`config.mk`:
```
export PLATFORM = sky130hd
export DESIGN_NAME = line_stepper
export DESIGN_NICKNAME = d
export VERILOG_FILES = /design/src/rtl/line_pkg.sv /design/src/rtl/line_err_update.sv /design/src/rtl/line_stepper.sv
export SDC_FILE = /design/constraint.sdc
export NUM_CORES = 1
export LEC_CHECK = 0
export BUFFER_PORTS_ARGS = -buffer_cell sky130_fd_sc_hd__buf_2
export CAP_MARGIN = 20
export CORE_UTILIZATION = 62
export CTS_CLUSTER_SIZE = 24
export DETAILED_ROUTE_END_ITERATION = 8
export GPL_TIMING_DRIVEN = 1
export PLACE_DENSITY = 0.82
export SYNTH_ARGS = -nofsm -noshare
export SYNTH_HDL_FRONTEND = slang
export SYNTH_HIERARCHICAL = 1
export SYNTH_SLANG_ARGS = --single-unit
```
`constraint.sdc`:
```
create_clock -name clk -period 6.2 [get_ports clk]
set_input_delay 0.93 -clock clk [delete_from_list [all_inputs] [get_ports clk]]
set_output_delay 0.93 -clock clk [all_outputs]
set_load 0.01 [all_outputs]
```
`src/rtl/line_pkg.sv`:
```
// Shared types and constants for the Bresenham line-drawing core.
package line_pkg;

  localparam int COORD_W = 13;

  // The doubled error term needs two bits of headroom over a coordinate.
  function automatic int err_width(input int coord_w);
    return coord_w + 2;
  endfunction

  localparam int STATE_W = 2;
  localparam logic [STATE_W-1:0] ST_IDLE  = 2'd0;
  localparam logic [STATE_W-1:0] ST_SETUP = 2'd1;
  localparam logic [STATE_W-1:0] ST_STEP  = 2'd2;

  localparam logic signed [1:0] STEP_POS = 2'sb01;
  localparam logic signed [1:0] STEP_NEG = 2'sb11;

endpackage

```
`src/rtl/line_err_update.sv`:
```
// Combinational Bresenham error update: decides the x/y steps from the
// pre-update error and returns the error after both steps are applied.
module line_err_update
  import line_pkg::*;
#(
  parameter int ERR_W = err_width(COORD_W)
) (
  input  logic signed [ERR_W-1:0] err,
  input  logic signed [ERR_W-1:0] dx,
  input  logic signed [ERR_W-1:0] dy,
  output logic signed [ERR_W-1:0] err_next,
  output logic                    x_step,
  output logic                    y_step
);

  logic signed [ERR_W-1:0] e2;

  always_comb begin
    e2       = {err[ERR_W-2:0], 1'b0};
    x_step   = (e2 >= dy);
    y_step   = (e2 <= dx);
    err_next = err;
    if (x_step) err_next = err_next + dy;
    if (y_step) err_next = err_next + dx;
  end

endmodule

```
`src/rtl/line_stepper.sv`:
```
// Bresenham line rasteriser: accepts two signed endpoints and emits one pixel
// per downstream handshake. Define LINE_STEPPER_ABORT_EN to add an abort input.
module line_stepper
  import line_pkg::*;
#(
  parameter int WIDTH = COORD_W,
  parameter int ERR_W = err_width(WIDTH)
) (
  input  logic                    clk,
  input  logic                    rst_n,
  input  logic                    start_valid,
  output logic                    start_ready,
  input  logic signed [WIDTH-1:0] x0,
  input  logic signed [WIDTH-1:0] y0,
  input  logic signed [WIDTH-1:0] x1,
  input  logic signed [WIDTH-1:0] y1,
`ifdef LINE_STEPPER_ABORT_EN
  input  logic                    abort,
`endif
  output logic                    pix_valid,
  input  logic                    pix_ready,
  output logic signed [WIDTH-1:0] pix_x,
  output logic signed [WIDTH-1:0] pix_y,
  output logic                    pix_last,
  output logic                    busy
);

  logic [STATE_W-1:0]      state;
  logic signed [WIDTH-1:0] x_start, y_start, x_end, y_end;
  logic signed [WIDTH-1:0] dx, dy;
  logic signed [1:0]       sx, sy;
  logic signed [ERR_W-1:0] err, err_next;
  logic                    x_step, y_step;
  logic                    abort_req;

  // Differences are taken one bit wider so the sign survives before the
  // magnitude is trimmed back to WIDTH bits.
  logic signed [WIDTH:0]   diff_x, diff_y, abs_x, abs_y;
  logic signed [WIDTH-1:0] setup_dx, setup_dy;

  always_comb begin
    diff_x   = {x_end[WIDTH-1], x_end} - {x_start[WIDTH-1], x_start};
    diff_y   = {y_end[WIDTH-1], y_end} - {y_start[WIDTH-1], y_start};
    abs_x    = diff_x[WIDTH] ? -diff_x : diff_x;
    abs_y    = diff_y[WIDTH] ? -diff_y : diff_y;
    setup_dx = abs_x[WIDTH-1:0];
    setup_dy = -abs_y[WIDTH-1:0];
  end

`ifdef LINE_STEPPER_ABORT_EN
  assign abort_req = abort && (state != ST_IDLE);
`else
  assign abort_req = 1'b0;
`endif

  assign start_ready = (state == ST_IDLE);
  assign busy        = (state != ST_IDLE);
  assign pix_valid   = (state == ST_STEP);
  assign pix_last    = (state == ST_STEP) && (pix_x == x_end) && (pix_y == y_end);

  line_err_update #(
    .ERR_W(ERR_W)
  ) u_err_update (
    .err      (err),
    .dx       (ERR_W'(dx)),
    .dy       (ERR_W'(dy)),
    .err_next (err_next),
    .x_step   (x_step),
    .y_step   (y_step)
  );

  always_ff @(posedge clk or negedge rst_n) begin
    if (!rst_n) begin
      state   <= ST_IDLE;
      x_start <= '0;
      y_start <= '0;
      x_end   <= '0;
      y_end   <= '0;
      dx      <= '0;
      dy      <= '0;
      sx      <= STEP_POS;
      sy      <= STEP_POS;
      err     <= '0;
      pix_x   <= '0;
      pix_y   <= '0;
    end else if (abort_req) begin
      state <= ST_IDLE;
    end else begin
      case (state)
        ST_IDLE: begin
          if (start_valid) begin
            x_start <= x0;
            y_start <= y0;
            x_end   <= x1;
            y_end   <= y1;
            state   <= ST_SETUP;
          end
        end
        ST_SETUP: begin
          dx    <= setup_dx;
          dy    <= setup_dy;
          sx    <= diff_x[WIDTH] ? STEP_NEG : STEP_POS;
          sy    <= diff_y[WIDTH] ? STEP_NEG : STEP_POS;
          err   <= ERR_W'(setup_dx) + ERR_W'(setup_dy);
          pix_x <= x_start;
          pix_y <= y_start;
          state <= ST_STEP;
        end
        ST_STEP: begin
          if (pix_ready) begin
            if (pix_last) begin
              state <= ST_IDLE;
            end else begin
              err <= err_next;
              if (x_step) pix_x <= pix_x + WIDTH'(sx);
              if (y_step) pix_y <= pix_y + WIDTH'(sy);
            end
          end
        end
        default: state <= ST_IDLE;
      endcase
    end
  end

endmodule

```
==> results by group, run 1 <==
Status
  – Status: completed

Place
  – I/O Buffers: 85
  – Last weighted congestion value of the routability-driven placer: 0.9108
  – Final HPWL DP: 21920 µm
  – DP Cell Count: 1543

Final layout
  – Fraction of final layout cells with drive strength greater than 1: 19.55%
  – Antenna diode count: 0
  – Most common cell after layout, fill and taps aside: sky130_fd_sc_hd__ha_1
  – Final Instance Count excl. Fillers: 1574
  – Layout-stage area growth over the synthesis result: 10.59%
  – Commonest cells after routing, fill and taps aside: sky130_fd_sc_hd__ha_1 (123), sky130_fd_sc_hd__dfrtp_1 (122), sky130_fd_sc_hd__a21oi_1 (121)
  – Number of nets in the finished design: 1520

Clocking
  – CTS H-Tree Depth: 4
  – Total of hold buffers inserted after clock tree synthesis: 0
  – Number of buffers on the longest clock path: 2
  – Clock-pin slew of the registers on the worst-case setup and hold paths: 60 ps
  – Count of clock tree sinks: 122
  – CTS tree: built
  – CTS resizes: 0
  – Number of buffers inserted by post-CTS setup repair: 0
  – Clk Latency, worst-skew pair: 430 ps
  – Clock root buffer: sky130_fd_sc_hd__clkbuf_16
  – Number of buffers inserted during clock tree synthesis: 17

Route
  – Antenna Nets Post-Route: 0
  – Total iterations of the first detailed-routing run: 5
  – Number of vias in the routed layout: 9958
  – Detailed-route wire length: 29240 µm
  – Routed vias/inst: 6.327
  – WL/cell: 18.58 µm
  – # DRC: 0
  – First DRT Iteration DRCs: 704

GRT
  – Total global routing track utilization: 31.88%
  – Global-route wire length before repair: 46490 µm
  – Via count of the first global-routing pass: 9443
  – Initial antenna violation count: 0
  – Maximum number of pins on one net before global-route repair: 66
  – Global-route congestion overflow total: 0

Floorplan
  – Std-Cell Core Area: 18020 µm²
  – Width of the chip: 137.7 µm
  – Die Footprint: 18960 µm²
  – Initial core utilization: 63.32%
  – Io pins: 86
  – Cell Rows: 49
  – Chip Height: 137.7 µm

Worst setup path
  – Worst r2r dst: err[12]
  – CP dominant cell by count: sky130_fd_sc_hd__a21oi_1
  – Slowest Stage Delay on Critical Path: 460 ps
  – Worst EP arrival: 5950 ps
  – Crit path max-delay family: compound AO/OA/AOI/OAI gates
  – Crit path max-delay cell type: sky130_fd_sc_hd__o31ai_1
  – Critical path required time: 6550 ps
  – Reg-to-reg critical path startpoint: x_start[1]
  – Highest net fanout along the worst path: 12
  – Category of the most critical setup path: reg2reg
  – Worst Path Buf+Inv: 1
  – CP startpoint kind: flip-flop
  – Cell breakdown of the critical path: inv_1 -> ha_1 -> nor2b_1 -> o31a_1 -> o41a_1 -> o31ai_1 -> a21oi_1 -> nor2_1 -> mux2i_1 -> mux2_2 -> fa_1 -> a21o_1 -> a21oi_1 -> o21bai_1 -> a21oi_1 -> o21bai_1 -> a211o_1 -> a2111o_1 -> and3_1 -> o31a_1 -> a21oi_1
  – Reg-to-reg setup timing slack: 600 ps
  – Worst setup EP type: flip-flop
  – Worst r2r path cells: 21

Yosys
  – Area of the mapped netlist: 11410 µm²
  – Cell count after synthesis: 1255
  – Mean cell area of the mapped netlist: 9.094 µm²
  – Synth Net Count: 1442
  – YS warnings: 6

STA
  – Worst-case clock skew: 8.378 ps
  – Relative slew margins: 38.12%
  – Share of the clock period used by the worst path: 90.26%
  – Number of max-slew violations in the final report: 0
  – Max Clk Rate: 178.7 MHz
  – RSZ-0062 raised after global routing: false
  – Setup tns final: 0 ps
  – Final critical-path required period: 5596 ps
  – Hold Vio Cnt, Final: 0
  – Final-report setup violation count: 0
  – Worst slew pin tran: 928.3 ps

Min path
  – Hold path startpoint: x_start[1]
  – Worst-case hold path end point: x_start[1]
  – Hold Crit Depth: 1
  – Path category of the worst min-delay check: reg2reg

Run
  – Count of maximum capacitance violations: 0
per-layer routing:
layer  wire [µm]  global-route usage, %  share of wire (%)
met1       12840                  40.93                 44
met2       13890                  53.57                 48
met3        1579                  4.452                5.4
met4         929                  13.31                3.2
met5           0                      0                  0
worst reg2reg max path, cell delays in order (launching register included):
cell and delay (ps):
sky130_fd_sc_hd__dfrtp_1 380, sky130_fd_sc_hd__inv_1 140, sky130_fd_sc_hd__ha_1 250, sky130_fd_sc_hd__nor2b_1 140, sky130_fd_sc_hd__o31a_1 290, sky130_fd_sc_hd__o41a_1 380, sky130_fd_sc_hd__o31ai_1 460, sky130_fd_sc_hd__a21oi_1 160
sky130_fd_sc_hd__nor2_1 120, sky130_fd_sc_hd__mux2i_1 280, sky130_fd_sc_hd__mux2_2 420, sky130_fd_sc_hd__fa_1 430, sky130_fd_sc_hd__a21o_1 180, sky130_fd_sc_hd__a21oi_1 210, sky130_fd_sc_hd__o21bai_1 100, sky130_fd_sc_hd__a21oi_1 230
sky130_fd_sc_hd__o21bai_1 130, sky130_fd_sc_hd__a211o_1 320, sky130_fd_sc_hd__a2111o_1 370, sky130_fd_sc_hd__and3_1 170, sky130_fd_sc_hd__o31a_1 230, sky130_fd_sc_hd__a21oi_1 140
flip-flops by register name, summed over array words and instances, names as in the netlist:
name	flops
dy	13
y_start	13
y_end	13
sy	1
pix_x	13
dx	13
err	14
x_end	13
x_start	13
state	2
sx	1
pix_y	13
worst max path at each step:
stage / start / end / cells after the start
2_1_floorplan: x_start[1] / err[12] / 22
3_3_place_gp: x_start[1] / err[12] / 21
3_5_place_dp: x_start[1] / err[12] / 21
4_1_cts: x_start[1] / err[12] / 21
5_1_grt: x_start[1] / err[12] / 21
6_report: x_start[1] / err[12] / 21
through the flow:
stage                     util (%)  instance area (µm²)  hold WS (ps)  setup slack, ps
after global routing         70.03                12620         537.1            387.2
after global placement       66.90                12060         492.1            946.0
final                        70.03                12620         517.7            603.6
after CTS                    70.03                12620         511.0            711.0
after floorplan                  -                11410         479.4             1235
after detailed placement     66.90                12060         498.9            749.5
final cells by class:
class                           count  area, µm²
Tap cell                          229      286.5
Clock inverter                      7      92.59
Fill cell                        1384       5403
Clock buffer                       24      471.7
Timing Repair Buffer               95      503.0
Multi-Input combinational cell    995       7833
Inverter                          102      382.9
Sequential cell                   122       3053
Power of run 1 is left out: the tool's default activity adds up to more than one toggle a clock period on the data nets, which glitch-free logic cannot reach.
==> run 2, diff against run 1 <==
CORE_ASPECT_RATIO = 2   (was default)
CTS_BUF_LIST = sky130_fd_sc_hd__clkbuf_4 sky130_fd_sc_hd__clkbuf_8   (was default)
CTS_CLUSTER_SIZE = 10   (was 24)
==> run 2 against run 1 <==
Effect of this change: non-clock buffer count did not move; global-route usage increased by 3.3 points; wire length is 9.9% higher; sequential share of layout area increased by 0.19 points; largest cell class unchanged; critical path depth stayed put; sequential cell count did not move; the run now ends with design-rule violations left; critical endpoint unchanged; via count grew 0.93%; critical path type unchanged; first-iteration DRC count shrank 33%; final cell count fell by 0.95%.
==> results by group, run 2 (same netlist as run 1, synthesis figures left out) <==
Run
  – Count of maximum capacitance violations: 0 (unchanged)

Route
  – Number of vias in the routed layout: 10.05k (+0.93%)
  – First DRT Iteration DRCs: 475 (-33%)
  – Routed vias/inst: 6.447 (+1.9%)
  – # DRC: 1 (+1)
  – Detailed-route wire length: 32140 µm (+9.9%)
  – Total iterations of the first detailed-routing run: 7 (+2)
  – Antenna Nets Post-Route: 0 (unchanged)
  – WL/cell: 20.62 µm (+11%)

Final layout
  – Area of all sequential standard cells: 3053 µm² (unchanged)
  – Commonest cells after routing, fill and taps aside: sky130_fd_sc_hd__ha_1 (123), sky130_fd_sc_hd__dfrtp_1 (122), sky130_fd_sc_hd__a21oi_1 (121)
  – Layout-stage area growth over the synthesis result: 9.713%
  – Number of nets in the finished design: 1520 (unchanged)
  – Fraction of final layout cells with drive strength greater than 1: 19.99% (+0.43 points)
  – Antenna diode count: 0 (unchanged)
  – Max FFs per register: 14 (unchanged)
  – Fill cells: 1375 (-0.65%)
  – Multi-input gate area in the final layout: 7833 µm² (unchanged)
  – Core Util, Final: 70.07% (about the same)
  – Largest register by flop count: err
  – Most common cell after layout, fill and taps aside: sky130_fd_sc_hd__ha_1

Worst setup path
  – Crit path max-delay cell type: sky130_fd_sc_hd__fa_1
  – CP startpoint kind: flip-flop
  – Worst Path Buf+Inv: 1 (unchanged)
  – Critical path required time: 6590 ps (+40 ps)
  – Worst EP arrival: 5890 ps (-60 ps)
  – Category of the most critical setup path: reg2reg
  – Slowest Stage Delay on Critical Path: 450 ps (about the same)
  – Worst setup EP type: flip-flop
  – Cell breakdown of the critical path: inv_1 -> ha_1 -> nor2b_1 -> o31a_1 -> o41a_1 -> o31ai_1 -> a21oi_1 -> nor2_1 -> mux2i_1 -> mux2_2 -> fa_1 -> a21o_1 -> a21oi_1 -> o21bai_1 -> a21oi_1 -> o21bai_1 -> a211o_1 -> a2111o_1 -> and3_1 -> o31a_1 -> a21oi_1
  – Highest net fanout along the worst path: 12 (unchanged)
  – CP dominant cell by count: sky130_fd_sc_hd__a21oi_1
  – Crit path max-delay family: compound AO/OA/AOI/OAI gates

Floorplan
  – Initial core utilization: 63.87% (+0.55 points)
  – Io pins: 86 (unchanged)
  – Width of the chip: 97.94 µm (-29%)
  – Chip Height: 193.9 µm (+41%)
  – Cell Rows: 69 (+41%)
  – Die Footprint: 18990 µm² (+0.17%)
  – Std-Cell Core Area: 17870 µm² (-0.85%)

Status
  – Failing checks: design-rule violations
  – Status: finished with violations

STA
  – Worst slew pin tran: 896.3 ps (-31.94 ps)
  – Worst-case setup margin in the final layout: 702.3 ps (+98.72 ps)
  – Number of max-slew violations in the final report: 0 (unchanged)
  – Setup tns final: 0 ps (unchanged)
  – Hold Vio Cnt, Final: 0 (unchanged)
  – Final worst hold slack: 508.0 ps (-9.663 ps)
  – Max Clk Rate: 181.9 MHz (+1.8%)
  – Relative slew margins: 40.24% (+2.1 points)
  – Final critical-path required period: 5498 ps (-98.72 ps)
  – Worst-case clock skew: 7.833 ps (-0.5444 ps)
  – Final-report setup violation count: 0 (unchanged)
  – Share of the clock period used by the worst path: 88.67% (-1.6 points)
  – RSZ-0062 raised after global routing: false

Place
  – I/O Buffers: 85 (unchanged)
  – Final HPWL DP: 25180 µm (+15%)
  – Place WS: 755.8 ps (+6.230 ps)
  – Last weighted congestion value of the routability-driven placer: 0.9640 (+5.8%)

GRT
  – Maximum number of pins on one net before global-route repair: 67 (+1.5%)
  – Global-route wire length before repair: 52220 µm (+12%)
  – Initial antenna violation count: 0 (unchanged)
  – Global-route congestion overflow total: 0 (unchanged)
  – Total global routing track utilization: 35.16% (+3.3 points)
  – Via count of the first global-routing pass: 10.53k (+12%)

Clocking
  – Clock-pin slew of the registers on the worst-case setup and hold paths: 80 ps (+20 ps)
  – Clk Latency, worst-skew pair: 460 ps (+30 ps)
  – Number of buffers inserted during clock tree synthesis: 17 (unchanged)
  – Clock root buffer: sky130_fd_sc_hd__clkbuf_8
  – CTS tree: built
  – CTS H-Tree Depth: 4 (unchanged)
  – Total of hold buffers inserted after clock tree synthesis: 0 (unchanged)
  – Number of buffers inserted by post-CTS setup repair: 0 (unchanged)
  – Number of buffers on the longest clock path: 2 (unchanged)
  – CTS resizes: 0 (unchanged)
  – Count of clock tree sinks: 122 (unchanged)

Min path
  – Path category of the worst min-delay check: in2async
==> run 2: path summary, 6_finish.rpt <==
path / cells past startpoint / slack (ps) / end / startpoint
setup / recovery: 21 / 700 / err[12] / x_start[1]
hold / removal: 1 / 510 / y_start[9] / rst_n
setup reg to reg: 21 / 700 / err[12] / x_start[1]
hold reg to reg: 1 / 520 / x_start[1] / x_start[1]
max in group asynchronous: 2 / 4320 / dx[6] / rst_n
min in group clk: 1 / 520 / x_start[1] / x_start[1]
==> run 2: stage by stage <==
step,instances,area (µm²)
after floorplan,1255,11410
after global placement,1527,12040
after detailed placement,1527,12040
after CTS,1559,12520
after global routing,1559,12520
final,1559,12520
==> run 2: area by class of cell <==
type / instances / share of cell area [%]
multi-input combinational: 995 / 62.55
sequential: 122 / 24.38
timing repair buffer: 95 / 4.017
inverter: 102 / 3.058
clock buffer: 22 / 2.368
tap: 213 / 2.128
clock inverter: 10 / 1.499
==> run 2: layer usage <==
layer	share of wire (%)	track usage (%)
met5	0	0
met4	9.2	30.75
met3	4.2	5.083
met2	53	63.82
met1	34	33.92
Power of run 2 is left out for the same reason.
